### src/rtl/sys_bus_interconnect_if.sv
// sys_bus_interconnect_if: PS master bus plus the fanned-out peripheral slave bus.
// The slave modport is the interconnect's view; the master modport is the environment's view.
interface sys_bus_interconnect_if #(
    parameter int SN = 8,
    parameter int SW = 20,
    parameter int AW = 32,
    parameter int DW = 32
);
    logic           m_wen;
    logic           m_ren;
    logic [AW-1:0]  m_addr;
    logic [DW-1:0]  m_wdata;
    logic [DW-1:0]  m_rdata;
    logic           m_ack;
    logic           m_err;
    logic [SN-1:0]  s_wen;
    logic [SN-1:0]  s_ren;
    logic [SW-1:0]  s_addr;
    logic [DW-1:0]  s_wdata;
    logic [SN*DW-1:0] s_rdata;
    logic [SN-1:0]  s_ack;
    logic [SN-1:0]  s_err;
    modport slave (
        input  m_wen, m_ren, m_addr, m_wdata, s_rdata, s_ack, s_err,
        output m_rdata, m_ack, m_err, s_wen, s_ren, s_addr, s_wdata
    );
    modport master (
        output m_wen, m_ren, m_addr, m_wdata, s_rdata, s_ack, s_err,
        input  m_rdata, m_ack, m_err, s_wen, s_ren, s_addr, s_wdata
    );
endinterface

### src/rtl/sys_bus_interconnect.sv
// sys_bus_interconnect: single-outstanding system-bus demux from one master to SN slaves,
// with decode-error and timeout responses.
module sys_bus_interconnect #(
    parameter int SN = 8,
    parameter int SW = 20,
    parameter int AW = 32,
    parameter int DW = 32,
    parameter int TO = 255
) (
    input logic clk,
    input logic rstn,
    sys_bus_interconnect_if.slave bus
);
    localparam int LN = $clog2(SN);
    localparam int CW = $clog2(TO + 1);
    typedef enum logic [1:0] {IDLE, PEND, RESP} state_t;
    state_t         state_q, state_d;
    logic [LN-1:0]  sel_q, sel_d;
    logic           wr_q, wr_d, stb_q, stb_d, err_q, err_d;
    logic [SW-1:0]  addr_q, addr_d;
    logic [DW-1:0]  wdata_q, wdata_d, rdata_q, rdata_d;
    logic [CW-1:0]  cnt_q, cnt_d;
    logic           req, dec_ok, hit_ack, hit_err;
    always_comb begin
        req     = bus.m_wen | bus.m_ren;
        dec_ok  = (bus.m_wen ^ bus.m_ren) && ((bus.m_addr >> (SW + LN)) == '0);
        hit_ack = bus.s_ack[sel_q];
        hit_err = bus.s_err[sel_q];
        state_d = state_q;
        sel_d   = sel_q;
        wr_d    = wr_q;
        stb_d   = 1'b0;
        err_d   = err_q;
        addr_d  = addr_q;
        wdata_d = wdata_q;
        rdata_d = rdata_q;
        cnt_d   = cnt_q;
        case (state_q)
            IDLE: begin
                if (dec_ok) begin
                    sel_d   = bus.m_addr[SW +: LN];
                    wr_d    = bus.m_wen;
                    addr_d  = bus.m_addr[SW-1:0];
                    wdata_d = bus.m_wdata;
                    stb_d   = 1'b1;
                    cnt_d   = '0;
                    state_d = PEND;
                end else if (req) begin
                    err_d   = 1'b1;
                    rdata_d = '0;
                    state_d = RESP;
                end
            end
            PEND: begin
                // a response wins over the timeout even on the final count
                if (hit_ack || hit_err) begin
                    err_d   = hit_err;
                    rdata_d = bus.s_rdata[sel_q*DW +: DW];
                    state_d = RESP;
                end else if (cnt_q == CW'(TO)) begin
                    err_d   = 1'b1;
                    rdata_d = '0;
                    state_d = RESP;
                end else begin
                    cnt_d = cnt_q + CW'(1);
                end
            end
            default: state_d = IDLE;
        endcase
    end
    always_ff @(posedge clk or negedge rstn) begin
        if (!rstn) begin
            state_q <= IDLE;
            sel_q   <= '0;
            wr_q    <= 1'b0;
            stb_q   <= 1'b0;
            err_q   <= 1'b0;
            addr_q  <= '0;
            wdata_q <= '0;
            rdata_q <= '0;
            cnt_q   <= '0;
        end else begin
            state_q <= state_d;
            sel_q   <= sel_d;
            wr_q    <= wr_d;
            stb_q   <= stb_d;
            err_q   <= err_d;
            addr_q  <= addr_d;
            wdata_q <= wdata_d;
            rdata_q <= rdata_d;
            cnt_q   <= cnt_d;
        end
    end
    assign bus.s_wen   = (stb_q && wr_q)  ? ({{(SN-1){1'b0}}, 1'b1} << sel_q) : '0;
    assign bus.s_ren   = (stb_q && !wr_q) ? ({{(SN-1){1'b0}}, 1'b1} << sel_q) : '0;
    assign bus.s_addr  = addr_q;
    assign bus.s_wdata = wdata_q;
    assign bus.m_rdata = rdata_q;
    assign bus.m_ack   = (state_q == RESP) && !err_q;
    assign bus.m_err   = (state_q == RESP) && err_q;
endmodule

### src/flat_wrapper.sv
// flat-port wrapper written by rule: the top's interface ports become plain ports
module sys_bus_interconnect_flat 
#(
    parameter int SN = 8,
    parameter int SW = 20,
    parameter int AW = 32,
    parameter int DW = 32,
    parameter int TO = 255
)
  (clk, rstn, bus_m_wen, bus_m_ren, bus_m_addr, bus_m_wdata, bus_s_rdata, bus_s_ack, bus_s_err, bus_m_rdata, bus_m_ack, bus_m_err, bus_s_wen, bus_s_ren, bus_s_addr, bus_s_wdata);
  sys_bus_interconnect_if #(.SN(SN), .SW(SW), .AW(AW), .DW(DW)) bus_i ();
  input logic clk;
  input logic rstn;
  input wire logic [$bits(bus_i.m_wen)-1:0] bus_m_wen;
  input wire logic [$bits(bus_i.m_ren)-1:0] bus_m_ren;
  input wire logic [$bits(bus_i.m_addr)-1:0] bus_m_addr;
  input wire logic [$bits(bus_i.m_wdata)-1:0] bus_m_wdata;
  input wire logic [$bits(bus_i.s_rdata)-1:0] bus_s_rdata;
  input wire logic [$bits(bus_i.s_ack)-1:0] bus_s_ack;
  input wire logic [$bits(bus_i.s_err)-1:0] bus_s_err;
  output wire logic [$bits(bus_i.m_rdata)-1:0] bus_m_rdata;
  output wire logic [$bits(bus_i.m_ack)-1:0] bus_m_ack;
  output wire logic [$bits(bus_i.m_err)-1:0] bus_m_err;
  output wire logic [$bits(bus_i.s_wen)-1:0] bus_s_wen;
  output wire logic [$bits(bus_i.s_ren)-1:0] bus_s_ren;
  output wire logic [$bits(bus_i.s_addr)-1:0] bus_s_addr;
  output wire logic [$bits(bus_i.s_wdata)-1:0] bus_s_wdata;
  assign bus_i.m_wen = bus_m_wen;
  assign bus_i.m_ren = bus_m_ren;
  assign bus_i.m_addr = bus_m_addr;
  assign bus_i.m_wdata = bus_m_wdata;
  assign bus_i.s_rdata = bus_s_rdata;
  assign bus_i.s_ack = bus_s_ack;
  assign bus_i.s_err = bus_s_err;
  assign bus_m_rdata = bus_i.m_rdata;
  assign bus_m_ack = bus_i.m_ack;
  assign bus_m_err = bus_i.m_err;
  assign bus_s_wen = bus_i.s_wen;
  assign bus_s_ren = bus_i.s_ren;
  assign bus_s_addr = bus_i.s_addr;
  assign bus_s_wdata = bus_i.s_wdata;
  sys_bus_interconnect #(.SN(SN), .SW(SW), .AW(AW), .DW(DW), .TO(TO)) u_core (.clk(clk), .rstn(rstn), .bus(bus_i));
endmodule
### config.mk
export PLATFORM = sky130hd
export DESIGN_NAME = sys_bus_interconnect_flat
export DESIGN_NICKNAME = d
export VERILOG_FILES = /design/src/rtl/sys_bus_interconnect_if.sv /design/src/rtl/sys_bus_interconnect.sv /design/src/flat_wrapper.sv
export SDC_FILE = /design/constraint.sdc
export NUM_CORES = 1
export LEC_CHECK = 0
export CAP_MARGIN = 10
export CORE_AREA = 5 5 168 170
export CTS_BUF_LIST = sky130_fd_sc_hd__clkbuf_16
export CTS_CLUSTER_DIAMETER = 30
export DETAILED_ROUTE_END_ITERATION = 7
export DIE_AREA = 0 0 173 175
export PLACE_DENSITY = 0.63
export SLEW_MARGIN = 30
export SYNTH_ARGS = -nofsm -noshare
export SYNTH_HDL_FRONTEND = slang
export SYNTH_SLANG_ARGS = --single-unit
### constraint.sdc
create_clock -name clk -period 2.3 [get_ports clk]
set_clock_uncertainty 0.2 [all_clocks]
set_input_delay 0.46 -clock clk [delete_from_list [all_inputs] [get_ports clk]]
set_output_delay 0.46 -clock clk [all_outputs]
set_load 0.01 [all_outputs]
### Word level (Yosys, flattened, before mapping)

Index checks and enable logic that the tools add are counted.

| operators by class | value |
|---|---|
| $add $sub $neg | 1 |
| $lt $le $gt $ge | 1 |
| equality and inequality tests | 10 |
| shifts and indexed selects | 2 |
| mux-type cells | 27 |
| bitwise logic cells | 2 |
| reduce and logical (&&, ||, !) cells | 15 |

Operators by type and width:

| operator | number |
|---|---|
| $shiftx 256x9->32 | 1 |
| $mux 32 | 4 |
| $pmux 32 s2 | 1 |
| $mux 8 | 5 |
| $logic_not 32->1 | 1 |
| $pmux 8 s2 | 1 |
| $add 8x1->8 const B | 1 |
| $eq 8x8->1 const B | 1 |
| $mux 1 | 8 |
| $mux 2 | 4 |
| $reduce_and 4->1 | 2 |
| $shl 1x3->8 const A | 1 |
| $bmux 1 s3 | 2 |
| $ne 2x2->1 const B | 3 |
| $ne 3x1->1 const B | 2 |
| $logic_and 1x1->1 | 5 |
| $lt 3x4->1 const B | 1 |
| $ne 2x1->1 const B | 2 |
| $pmux 2 s2 | 1 |
| $reduce_and 2->1 | 2 |
| $eq 2x1->1 const B | 1 |
| $eq 2x2->1 const B | 1 |
| $logic_not 1->1 | 2 |
| $logic_not 2->1 | 1 |
| other kinds (5) | 5 |

| word-level totals | value |
|---|---|
| flip-flop bits (word level) | 100 |
| input port bits | 340 |
| output and inout bits | 102 |
| word-level logic and storage cells | 67 |

### Longest topological paths before layout

| logic depth | value |
|---|---|
| depth in word-level cells | 5 |
| depth in mapped cells | 9 |
| depth with buffers taken out | 8 |

### Least setup slack after synthesis

OpenSTA, ideal clock, no wires.

| timing path | value |
|---|---|
| kind | reg2out |
| from | reg u_core.sel_q[2] |
| to | out bus_s_wen[4] |
| arrival time | 1.600 ns |
| required time | 1.640 ns |
| setup slack | 0.040 ns |
| cell stages (with the launch flop) | 6 |
| path buffers | 3 |
| cell sequence | dfrtp_1 buf_6 buf_2 buf_1 nand3_1 nor3_1 |

| between the ends | value |
|---|---|
| longest elaborated chain between the ends | 2 |

Ends and longest elaborated chain:

| element | RTL line | text |
|---|---|---|
| from (decl) | sys_bus_interconnect.sv:18 | `logic [LN-1:0] sel_q, sel_d;` |
| from (signal assigned) | sys_bus_interconnect.sv:84 | `sel_q <= sel_d;` |
| $shl 1x3->8 | sys_bus_interconnect.sv:94 | `assign bus.s_wen = (stb_q && wr_q) ? ({{(SN-1){1'b0}}, 1'b1} << sel_q) : '0;` |
| $mux 8 | sys_bus_interconnect.sv:94 |  |
| to (decl) | flat_wrapper.sv:24 | `output wire logic [$bits(bus_i.s_wen)-1:0] bus_s_wen;` |

Every way passes these cells.

### Worst setup path after layout

| timing path | value |
|---|---|
| from | reg u_core.sel_q[2] |
| to | out bus_s_wen[3] |

The elaborated chain is that of the path after synthesis.

==> load_flow_metrics.sql <==
INSERT INTO impl_metrics (metric_group, metric, value, unit) VALUES
('run_status', 'run_status', 'finished, violations left', ''),
('run_status', 'violations', 'setup timing', ''),
('route', 'routed_via_density', '4.62', ''),
('power', 'power_density', '380', 'nW/um^2'),
('global_route', 'grt_start_max_net_pins', '66', ''),
('sta', 'setup_viol', '1', ''),
('power', 'share_clk_of_total_power', '0.346', ''),
('sta', 'period_needed', '2310', 'ps'),
('setup_path', 'worstPathCellList', 'buf_6 > nand3b_1 > buf_4 > nor2_4 > buf_6', ''),
('setup_path', 'startpoint_types', 'flop', ''),
('finish', 'fin_cells', '1349', ''),
('setup_path', 'worstPathArrival', '1650', 'ps'),
('route', 'routedWlPerCell', '21.0', 'um'),
('cts', 'cts.root.buffer_cell', 'sky130_fd_sc_hd__clkbuf_16', ''),
('global_route', 'grt-ovfl-total', '0', ''),
('power', 'combPwrFrac', '0.248', ''),
('synth', 'postSynthAreaPerCell', '11.2', 'um^2'),
('power', 'peakVddDrop', '0.300', 'mV'),
('sta', 'postLayoutSetupSlackWorst', '-8.19', 'ps'),
('setup_path', 'cp.required', '1640', 'ps'),
('sta', 'slew-limit-headroom', '0.566', ''),
('synth', 'leading_post_synthesis_cells_by_cell_area', 'sky130_fd_sc_hd__dfrtp_1 41%, sky130_fd_sc_hd__mux4_2 24%, sky130_fd_sc_hd__nand2_1 11%', ''),
('global_route', 'via_count_of_the_first_global_routing_pass', '6860', ''),
('route', 'drt_iter0_drc', '228', ''),
('floorplan', 'dieArea', '30300', 'um^2'),
('route', 'pre_repair_dr_iteration_count', '4', ''),
('sta', 'layout_worst_path_cycle_share', '1.00', ''),
('power', 'sequentialPowerShare', '0.405', ''),
('finish', 'nets', '1344', ''),
('place', 'place.port_buffers', '441', ''),
('floorplan', 'chipHeight', '175', 'um'),
('power', 'power.share.switching', '0.256', ''),
('synth', 'post_synth_inst_count', '539', ''),
('synth', 'synth_cell_types', '40', ''),
('sta', 'maxSlewViolCount', '0', ''),
('synth', 'area_share_of_the_largest_cell_type_after_synthesis', '0.415', ''),
('cts', 'tritoncts.num_buffers', '9', ''),
('cts', 'tritoncts_clock_tree', 'yes', ''),
('route', 'final_antenna_net_count', '0', ''),
('place', 'post-place-cells', '1315', ''),
('synth', 'synth_async_sr_flop_share', '1.00', ''),
('place', 'place_congestion', '0.833', ''),
('synth', 'synthesis.nets', '881', ''),
('setup_path', 'type_of_destination_of_the_critical_path', 'output port', ''),
('finish', 'areaGrowthSynthToFinish', '94.9', '%'),
('floorplan', 'ios', '442', ''),
('synth', 'post_synth_most_frequent_cells', '177 x sky130_fd_sc_hd__nand2_1, 100 x sky130_fd_sc_hd__dfrtp_1, 64 x sky130_fd_sc_hd__mux4_2', ''),
('floorplan', 'floorplan.core_area', '26600', 'um^2'),
('route', 'routed_vias', '6227', ''),
('floorplan', 'floorplan.initialDensity', '0.227', ''),
('synth', 'synth.most_common_cell', 'sky130_fd_sc_hd__nand2_1', ''),
('setup_path', 'critical_path.most_common_cell', 'sky130_fd_sc_hd__buf_6', ''),
('global_route', 'grt_pass1_wl', '42700', 'um'),
('cts', 'clk_pin_slew_worst_paths', '80', 'ps'),
('global_route', 'number_of_antenna_violations_at_the_first_check_in_global_routing', '3', ''),
('global_route', 'global_route.usage.total', '0.181', ''),
('cts', 'clkLatencyLatePin', '350', 'ps'),
('cts', 'cts_sinks', '100', ''),
('finish', 'final_util', '0.442', ''),
('floorplan', 'rows', '60', ''),
('cts', 'cts.path.max_buffers', '2', ''),
('route', 'routed_wl', '28300', 'um'),
('sta', 'fmaxAchievable', '0.433', 'GHz'),
('setup_path', 'worst-path-max-fanout', '6', ''),
('sta', 'timing_worst_slew_pin_value', '651', 'ps'),
('synth', 'post-synth-top-area-cell', 'sky130_fd_sc_hd__dfrtp_1', ''),
('synth', 'yosys_warnings', '0', ''),
('route', 'drcViolationCount', '0', ''),
('synth', 'yosys_most_used_dff', 'sky130_fd_sc_hd__dfrtp_1', ''),
('synth', 'synth_area', '6030', 'um^2'),
('synth', 'synth_edf_count', '0', '');
-- sequential cells by signal, summed over array words and instances (netlist names), 2 cells and up --
register and cells:
u_core.bus.s_addr 20, u_core.sel_q 3, u_core.cnt_q 8, u_core.bus.m_rdata 32
u_core.state_q 2, u_core.bus.s_wdata 32
-- critical path, delay by kind of cell (launching register included) --
family                 cells  cell delay (ps)
and+or+nand+nor            2              400
DFF                        1              410
buffers and inverters      3              480
-- through the flow --
step	hold WS, ps	total power [mW]	TNS [ps]	area, um^2
4_1_cts	273	4.56	-2520	11700
5_1_grt	289	4.69	-587	11800
2_1_floorplan	-35.6	2.11	0	6030
6_report	270	4.47	-8.19	11800
3_5_place_dp	255	2.87	-37140	11000
3_3_place_gp	249	2.86	-40290	11000
-- power groups by stage --
stage	Clock, mW	Sequential (mW)	Combinational [mW]
2_1_floorplan	0	1.85	0.261
3_3_place_gp	0	1.84	1.01
3_5_place_dp	0	1.84	1.02
4_1_cts	1.63	1.81	1.11
5_1_grt	1.69	1.82	1.18
6_report	1.55	1.81	1.11
-- layer usage --
layer  GRT usage  up-vias  wire length [um]
met5           0        -                34
met4      0.0489        4               569
met3      0.0556       35              2180
met2       0.313      249             14400
met1       0.221     3037             11100
li1            -     2902                 -
-- layout make-up --
cell class,instances,area [um^2]
fill,2559,14800
clock buffer,9,225
antenna,1,2.50
multi-input combinational,392,3600
sequential,100,2510
inverter,7,26.3
tap,341,427
clock inverter,7,67.6
timing repair buffer,492,4900
-- cell families (layout without fill, tap and decap cells) --
kind of cell | count (synthesis) | in the layout | share of synthesized area
AND/OR/NAND/NOR | 231 | 231 | 0.158
multiplexers | 104 | 104 | 0.307
flip-flops | 100 | 100 | 0.415
AO/OA/AOI/OAI | 55 | 55 | 0.0807
buffers and inverters | 47 | 515 | 0.0348
adder cells (fa/ha/maj) | 2 | 2 | 0.00415
other | 0 | 1 | 0
-- cells in the final DEF (no fill, tap or decap), types with 7 or more instances in the layout --
| master | instances |
|---|---|
| sky130_fd_sc_hd__clkdlybuf4s50_1 | 420 |
| sky130_fd_sc_hd__nand2_1 | 175 |
| sky130_fd_sc_hd__dfrtp_1 | 96 |
| sky130_fd_sc_hd__mux4_2 | 64 |
| sky130_fd_sc_hd__mux2i_1 | 32 |
| sky130_fd_sc_hd__buf_4 | 31 |
| sky130_fd_sc_hd__o2bb2ai_1 | 20 |
| sky130_fd_sc_hd__o2bb2ai_2 | 12 |
| sky130_fd_sc_hd__buf_2 | 11 |
| sky130_fd_sc_hd__nor2_1 | 10 |
| sky130_fd_sc_hd__buf_6 | 10 |
| sky130_fd_sc_hd__clkbuf_16 | 9 |
| sky130_fd_sc_hd__buf_12 | 8 |
| sky130_fd_sc_hd__nand3_1 | 7 |
-- what timing repair did --
item	4_1_cts	5_1_grt
pin swaps	9	7
setup endpoints to repair	59	57
hold endpoints to repair	35	0
gates resized for setup	103	40
hold buffers	1	0
gates cloned	3	0
setup buffers	15	0
-- path summary, 6_finish.rpt --
check | start | to | slack, ps | cells after the start
worst max register to register | u_core.sel_q[2]$_DFFE_PN0P_ | u_core.err_q$_DFFE_PN0P_ | 40 | 9
max in group asynchronous | rstn | u_core.bus.s_wdata[15]$_DFFE_PN0P_ | 800 | 3
min in group asynchronous | rstn | u_core.bus.s_wdata[11]$_DFFE_PN0P_ | 430 | 2
worst max-delay path | u_core.sel_q[2]$_DFFE_PN0P_ | bus_s_wen[3] | -8 | 5
worst min register to register | u_core.bus.s_wdata[11]$_DFFE_PN0P_ | u_core.bus.s_wdata[11]$_DFFE_PN0P_ | 270 | 2
worst min-delay path | u_core.bus.s_wdata[11]$_DFFE_PN0P_ | u_core.bus.s_wdata[11]$_DFFE_PN0P_ | 270 | 2
Note: power is estimated with default switching activity, not from simulation.
